==> src/rtl/stopwatch_bcd_pkg.sv <==
// Shared types and constants for the MM:SS BCD stopwatch.
// State encodings, BCD digit limits and seven-segment patterns.
package stopwatch_bcd_pkg;

  typedef enum logic [1:0] {
    ST_IDLE  = 2'd0,
    ST_RUN   = 2'd1,
    ST_PAUSE = 2'd2
  } state_t;

  localparam logic [3:0] BCD_ONES_MAX = 4'd9;
  localparam logic [3:0] BCD_TENS_MAX = 4'd5;

  // Active-low {g,f,e,d,c,b,a}
  localparam logic [6:0] SEG_0   = 7'b1000000;
  localparam logic [6:0] SEG_1   = 7'b1111001;
  localparam logic [6:0] SEG_2   = 7'b0100100;
  localparam logic [6:0] SEG_3   = 7'b0110000;
  localparam logic [6:0] SEG_4   = 7'b0011001;
  localparam logic [6:0] SEG_5   = 7'b0010010;
  localparam logic [6:0] SEG_6   = 7'b0000010;
  localparam logic [6:0] SEG_7   = 7'b1111000;
  localparam logic [6:0] SEG_8   = 7'b0000000;
  localparam logic [6:0] SEG_9   = 7'b0010000;
  localparam logic [6:0] SEG_OFF = 7'b1111111;

endpackage

==> src/rtl/stopwatch_bcd_bcd_to_7seg.sv <==
// BCD digit to active-low seven-segment decoder.
// Values 10..15 blank the digit.
module bcd_to_7seg
  import stopwatch_bcd_pkg::*;
(
  input  logic [3:0] bcd,
  output logic [6:0] seg
);

  always_comb begin
    seg = SEG_OFF;
    case (bcd)
      4'd0:    seg = SEG_0;
      4'd1:    seg = SEG_1;
      4'd2:    seg = SEG_2;
      4'd3:    seg = SEG_3;
      4'd4:    seg = SEG_4;
      4'd5:    seg = SEG_5;
      4'd6:    seg = SEG_6;
      4'd7:    seg = SEG_7;
      4'd8:    seg = SEG_8;
      4'd9:    seg = SEG_9;
      default: seg = SEG_OFF;
    endcase
  end

endmodule

==> src/rtl/stopwatch_bcd.sv <==
// MM:SS BCD stopwatch driven by a one-second tick pulse.
// Start/stop toggles run/pause; clear forces 00:00 and IDLE.
module stopwatch_bcd
  import stopwatch_bcd_pkg::*;
#(
  parameter int MAX_MIN = 59
) (
  input  logic       clk,
  input  logic       rst_n,
  input  logic       tick,
  input  logic       start_stop,
  input  logic       clear,
  output logic [3:0] sec_ones,
  output logic [3:0] sec_tens,
  output logic [3:0] min_ones,
  output logic [3:0] min_tens,
  output logic [6:0] hex0,
  output logic [6:0] hex1,
  output logic [6:0] hex2,
  output logic [6:0] hex3,
  output logic       running,
  output logic       rollover
);

  localparam logic [6:0] MAX_MIN_V = 7'(MAX_MIN);

  state_t     state;
  logic       ss_q;
  logic       ss_rise;
  logic       count_en;
  logic [6:0] min_val;
  logic       at_max;

  assign ss_rise  = start_stop & ~ss_q;
  assign count_en = (state == ST_RUN) & tick;

  // Minutes compared as binary so MAX_MIN can be any 1..99
  assign min_val = ({3'd0, min_tens} * 7'd10)
                 + {3'd0, min_ones};

  assign at_max = (min_val == MAX_MIN_V)
                & (sec_tens == BCD_TENS_MAX)
                & (sec_ones == BCD_ONES_MAX);

  always_ff @(posedge clk) begin
    if (!rst_n) begin
      state    <= ST_IDLE;
      running  <= 1'b0;
      ss_q     <= 1'b0;
      rollover <= 1'b0;
      sec_ones <= 4'd0;
      sec_tens <= 4'd0;
      min_ones <= 4'd0;
      min_tens <= 4'd0;
    end else begin
      ss_q     <= start_stop;
      rollover <= 1'b0;
      if (clear) begin
        state    <= ST_IDLE;
        running  <= 1'b0;
        sec_ones <= 4'd0;
        sec_tens <= 4'd0;
        min_ones <= 4'd0;
        min_tens <= 4'd0;
      end else begin
        if (count_en) begin
          if (at_max) begin
            sec_ones <= 4'd0;
            sec_tens <= 4'd0;
            min_ones <= 4'd0;
            min_tens <= 4'd0;
            rollover <= 1'b1;
          end else if (sec_ones != BCD_ONES_MAX) begin
            sec_ones <= sec_ones + 4'd1;
          end else begin
            sec_ones <= 4'd0;
            if (sec_tens != BCD_TENS_MAX) begin
              sec_tens <= sec_tens + 4'd1;
            end else begin
              sec_tens <= 4'd0;
              if (min_ones != BCD_ONES_MAX) begin
                min_ones <= min_ones + 4'd1;
              end else begin
                min_ones <= 4'd0;
                min_tens <= min_tens + 4'd1;
              end
            end
          end
        end
        if (ss_rise) begin
          case (state)
            ST_IDLE: begin
              state   <= ST_RUN;
              running <= 1'b1;
            end
            ST_RUN: begin
              state   <= ST_PAUSE;
              running <= 1'b0;
            end
            ST_PAUSE: begin
              state   <= ST_RUN;
              running <= 1'b1;
            end
            default: begin
              state   <= ST_IDLE;
              running <= 1'b0;
            end
          endcase
        end
      end
    end
  end

  bcd_to_7seg u_seg0 (.bcd(sec_ones), .seg(hex0));
  bcd_to_7seg u_seg1 (.bcd(sec_tens), .seg(hex1));
  bcd_to_7seg u_seg2 (.bcd(min_ones), .seg(hex2));
  bcd_to_7seg u_seg3 (.bcd(min_tens), .seg(hex3));

endmodule
==> config.mk <==
export PLATFORM = sky130hd
export DESIGN_NAME = stopwatch_bcd
export DESIGN_NICKNAME = d
export VERILOG_FILES = /design/src/rtl/stopwatch_bcd_pkg.sv /design/src/rtl/stopwatch_bcd_bcd_to_7seg.sv /design/src/rtl/stopwatch_bcd.sv
export SDC_FILE = /design/constraint.sdc
export NUM_CORES = 1
export LEC_CHECK = 0
export ABC_AREA = 1
export CAP_MARGIN = 40
export CORE_AREA = 5 5 75 77
export DETAILED_ROUTE_END_ITERATION = 6
export DIE_AREA = 0 0 80 82
export PLACE_DENSITY_LB_ADDON = 0.25
export REMOVE_ABC_BUFFERS = 1
export SETUP_SLACK_MARGIN = 0.5
export SLEW_MARGIN = 10
export SYNTH_ARGS = -nofsm -noshare
export SYNTH_HDL_FRONTEND = slang
export SYNTH_HIERARCHICAL = 1
export SYNTH_SLANG_ARGS = --single-unit
export TNS_END_PERCENT = 100
==> constraint.sdc <==
create_clock -name clk -period 2.45 [get_ports clk]
set_input_delay 0.49 -clock clk [delete_from_list [all_inputs] [get_ports clk]]
set_output_delay 0.49 -clock clk [all_outputs]
set_load 0.01 [all_outputs]
---- After elaboration in Yosys (flattened, before gate mapping) ----
Memories as Yosys holds them, arrays and structs flattened. A register that Yosys moved wholly into a read port is not among the register bits.
Index checks and enable logic that the tools add are counted.
cells by class
  add/sub/neg operators ................... 5
  reductions and logical operators ........ 7
  equality and inequality tests ........... 11
  bitwise operators ....................... 7
  mux-type cells .......................... 24
  multipliers ............................. 1
operators with widths
  operator                                                                number
  4-bit 2-to-1 mux                                                        21
  4-bit by 1-bit adder with 4-bit output (second input constant)          4
  4-bit != test (second input constant)                                   2
  7-bit by 4-bit adder with 7-bit output                                  1
  7-bit by 6-bit equality test with 1-bit output (second input constant)  1
  4-bit by 3-bit multiplier with 6-bit output (second input constant)     1
  2-bit != test (second input constant)                                   3
  1-bit AND                                                               4
  4-bit by 3-bit equality test with 1-bit output (second input constant)  1
  4-bit equality test (second input constant)                             1
  4-bit by 3-bit != test with 1-bit output (second input constant)        1
  2-bit case mux with 2 select lines                                      1
  4-bit AND reduction                                                     1
  2-bit OR reduction                                                      2
  1-bit NOT                                                               3
  3-bit AND reduction                                                     1
  3-bit OR reduction                                                      1
  2-bit by 1-bit equality test with 1-bit output (second input constant)  1
  2-bit equality test (second input constant)                             1
  2-bit zero test                                                         1
  1-bit 2-to-1 mux                                                        2
  2-bit AND reduction                                                     1
word-level totals
  logic and storage cells ................. 67
  output and inout bits ................... 46
  memories kept ........................... 4
  ROM bits ................................ 448
  bits in registers ....................... 21
memory list
  memory            depth  width  read ports  clocked after Yosys merged registers in  wr ports  RTL line                         source
  (name not given)  16     7      1           1                                        0         stopwatch_bcd_bcd_to_7seg.sv:12  case (bcd)
  (name not given)  16     7      1           1                                        0         stopwatch_bcd_bcd_to_7seg.sv:12
  (name not given)  16     7      1           1                                        0         stopwatch_bcd_bcd_to_7seg.sv:12
  (name not given)  16     7      1           1                                        0         stopwatch_bcd_bcd_to_7seg.sv:12

---- Depth between registers and ports, before layout ----
  depth in word-level cells ............... 9
  mapped depth ............................ 14
  depth with buffers taken out ............ 14

---- Hierarchy ----
Netlist, hierarchy kept.
by module, submodules not included
  module         cells each  area each (um^2)  instances
  stopwatch_bcd  176         1,338.8           1
  bcd_to_7seg    35          187.7             4

---- Worst setup path before layout ----
OpenSTA, ideal clock, no wires.
  path type ............................... register to register
  from .................................... reg min_tens[1]
  to ...................................... reg min_tens[3]
  data arrival time ....................... 2.195 ns
  path slack .............................. 0.140 ns
  cell stages (with the launch flop) ...... 15
  buffers on the path ..................... 0
  setup time .............................. 0.115 ns
  path through ............................ dfxtp_1 > ha_1 > ha_1 > inv_1 > fa_1 > inv_1 > nand2_1 > nor2_1 > nand2_1 > nor2_2 > nand2_4 > nand2_8 > nand3_1 > nand2_1 > nor2_1
between the ends
  cells in the longest elaborated chain, start to end .. 7
  elaborated cells on any way between the ends .. 14
  classes of those cells .................. add/sub: 2; mul: 1; eq/ne: 4; mux: 4; bitwise: 2; reduce/logical: 1
RTL lines
  item                                            RTL line             source
  start: declaration                              stopwatch_bcd.sv:16  output logic [3:0] min_tens,
  start signal: assignment                        stopwatch_bcd.sv:85  min_tens <= min_tens + 4'd1;
  4-bit by 3-bit multiplier with 6-bit output     stopwatch_bcd.sv:38  assign min_val = ({3'd0, min_tens} * 7'd10)
  7-bit by 4-bit adder with 7-bit output          stopwatch_bcd.sv:39  + {3'd0, min_ones};
  7-bit by 6-bit equality test with 1-bit output  stopwatch_bcd.sv:41  assign at_max = (min_val == MAX_MIN_V)
  1-bit AND                                       stopwatch_bcd.sv:42  & (sec_tens == BCD_TENS_MAX)
  1-bit AND                                       stopwatch_bcd.sv:43  & (sec_ones == BCD_ONES_MAX);
  2-bit != test (no line)                         -
  4-bit AND reduction (no line)                   -
Several ways; a longest one is shown, not always the timed one. The select of a mux whose other input is x is not followed.
A chain may end at the register's enable or synchronous reset.

---- Final worst setup path ----
Ends and elaborated chain as after synthesis.

==> results.json <==
{
  "hold_class": "flip-flop to flip-flop",
  "cts_root_buffer": "clkbuf_8",
  "rr_worst_depth": 15,
  "setup_slack_ps": 270,
  "rsz0062_at_grt": "true",
  "layout_common_cells": "90 x nand2_1, 37 x inv_1, 26 x nand3_1, 26 x ha_1, 22 x clkdlybuf4s50_1",
  "timing.setup.tns_ps": 0,
  "fmax_mhz": 459,
  "tightest_slew_ps": 436,
  "crit_path_frequent_cell": "nand2_1",
  "cp.buffers_inverters": 3,
  "p_seq_frac": 0.556,
  "ys_seq_area_frac": 0.201,
  "p_int_mw": 0.472,
  "min_from": "running",
  "grt_pass1_vias": 1947,
  "die_x_um": 80,
  "totalWireLength_mm": 4.91,
  "critPathLaunch": "min_tens[1]",
  "initial_core_util": 0.423,
  "path_clk_slew_ps": 70,
  "gp_congestion": 0.763,
  "switchingPower_mw": 0.142,
  "holdPathStages": 2,
  "die_area_mm2": 0.00656,
  "fin_hold_ws_ps": 468,
  "peakVddDrop_uv": 192,
  "status": "finished, final reports clean",
  "power.leakage_nw": 1.44,
  "p_sw_frac": 0.231,
  "drt_first_iter_violations": 79,
  "report.final.slew_viol_count": 0,
  "crit_type": "flip-flop to flip-flop",
  "comb_power_share": 0.060,
  "clockBufferDepth": 2,
  "synth_seq_cells": 21,
  "fin_nets": 429,
  "cts_buffers": 3,
  "postCtsHoldBufs": 0,
  "cap_violations": 0,
  "grt_pass1_wl_mm": 7.98,
  "path_cells": "ha_4, ha_4, inv_2, fa_1, inv_1, nand2_1, nor2_1, buf_4, nand2_2, nor2_2, nand3_2, nand2_1, nand3_2, nand2_1, nor2_1",
  "power_mw": 0.614,
  "dr.pass1.iters": 4,
  "crit_fanout": 2,
  "fp.dieH_um": 82,
  "r2r-start": "min_tens[1]",
  "fin_util": 0.595,
  "dp_slack_ps": 255,
  "hpwl_mm": 3.57,
  "period_minus_slack_ps": 2180,
  "power.density_mw_per_mm2": 209,
  "placement.io_buffers": 50,
  "cts_tree": "yes",
  "finalSetupViolCount": 0,
  "r2r_setup_slack_ps": 270,
  "critPathMaxStageDelay_ps": 420,
  "r2r-end": "min_tens[3]",
  "avgSynthCellArea_um2": 6.61,
  "synthToLayoutAreaGrowth_pct": 40.8,
  "worstPathRequired_ps": 2610,
  "cp-start-kind": "flip-flop",
  "vias": 2150,
  "crit_cells": 15,
  "worst_path_dominant_cell_family": "adder cells",
  "grt_overflow": 0,
  "detail_route.vias_per_cell": 4.69,
  "num_rows": 26,
  "hold_end": "running",
  "netlist_area_mm2": 0.00209,
  "final_common_cell": "nand2_1",
  "skew_ps": 5.93,
  "critPathArrivalTime_ps": 2340,
  "fillCellCount": 501,
  "synth_cell_types": 30,
  "io_pins": 51,
  "ant_nets": 0,
  "worstSetupEndpointType": "flip-flop",
  "post_drt_wl_per_cell_um": 10.7,
  "drc": 0,
  "critPathSlowestCell": "fa_1",
  "slew_headroom": 0.709,
  "grt_max_degree": 17,
  "grtUsageTotal": 0.149,
  "hold_viol_final": 0,
  "core_region_area_mm2": 0.00494,
  "antenna_found_initial": 0,
  "ys_warn_count": 6,
  "htreeDepth": 1,
  "netlist_instances": 316,
  "worstSkewPairLatency_ps": 270,
  "cts_sinks": 21,
  "drive_above_1_share": 0.268,
  "n_antenna_cell": 0,
  "period_share": 0.890,
  "clkPwrFrac": 0.384
}
cells in the mapped netlist:
master,n,area (um^2)
clkinv_1,4,15.0
nand4_1,2,12.5
nor3b_1,1,7.51
buf_4,1,7.51
nand2_4,1,11.3
nand3_1,32,160
nor3_4,1,16.3
xor2_1,4,35.0
xnor2_1,2,17.5
inv_1,42,158
a21oi_1,14,70.1
inv_2,7,26.3
nand3_4,1,17.5
nor2_2,3,18.8
a21o_1,1,7.51
dfxtp_1,21,420
nand2_8,1,20.0
or2_0,1,6.26
o21ai_2,4,35.0
o21ai_0,11,55.1
nand2_2,2,12.5
fa_1,2,40.0
a211oi_1,1,7.51
nor2_1,16,60.1
nor3_1,4,20.0
nor2_4,3,33.8
o21ai_1,3,15.0
nand2_1,97,364
or2_2,1,6.26
ha_1,33,413
sequential cells by signal, summed over array words and instances, names as in the netlist:
name	count
state	2
ss_q	1
sec_tens	4
rollover	1
sec_ones	4
min_tens	4
min_ones	4
running	1
cell families after synthesis:
logic type,count (synthesis),share of synthesized area
compound gates,34,0.0910
xor+xnor,6,0.0251
fa+ha+maj,35,0.217
buf+inv,54,0.0988
flops,21,0.201
simple gates,166,0.367
routing by layer:
metal	wire length, um	GRT usage	vias up	share of wire
met1	2290	0.173	958	0.47
met3	146	0.0164	7	0.030
met5	0	0	-	0
met4	82	0.0574	0	0.017
li1	-	-	1147	-
met2	2390	0.277	38	0.49
final cells by class:
cell class	instances	area (um^2)	share of cell area
clock buffer	4	45.0	0.0153
inverter	53	201	0.0685
multi-input combinational	242	1600	0.544
sequential	21	443	0.151
tap	70	87.6	0.0298
timing repair buffer	68	563	0.191
timing repair:
action | CTS | global route
setup buffers | 6 | 2
pin swaps | 8 | 5
resized for setup | 82 | 51
endpoints found under the setup margin | 40 | 36
cloned | 1 | 0
through the flow:
stage               instances  instance area, um^2
floorplan                 315                 2080
global placement          445                 2750
detailed placement        445                 2750
CTS                       456                 2900
global route              458                 2940
finish                    458                 2940
power groups by stage:
stage	Sequential [mW]	Combinational, mW	Clock (mW)
after floorplan	0.354	0.0204	0
after global placement	0.354	0.0372	0
after detailed placement	0.354	0.0375	0
after CTS	0.342	0.0370	0.237
after global routing	0.342	0.0418	0.252
final	0.341	0.0368	0.236
worst min-delay path: stages, from the launching register on:
cell and delay (ps):
dfxtp_1 310, nand2_1 60, a21oi_1 50
worst max path at each step:
stage                             end  slack, ps
after floorplan           min_tens[3]        130
after global placement        hex1[3]        290
after global routing      min_tens[3]        130
after detailed placement  min_tens[1]        250
after CTS                 min_tens[1]        290
final                     min_tens[3]        270
(Power assumes the default switching activity.)
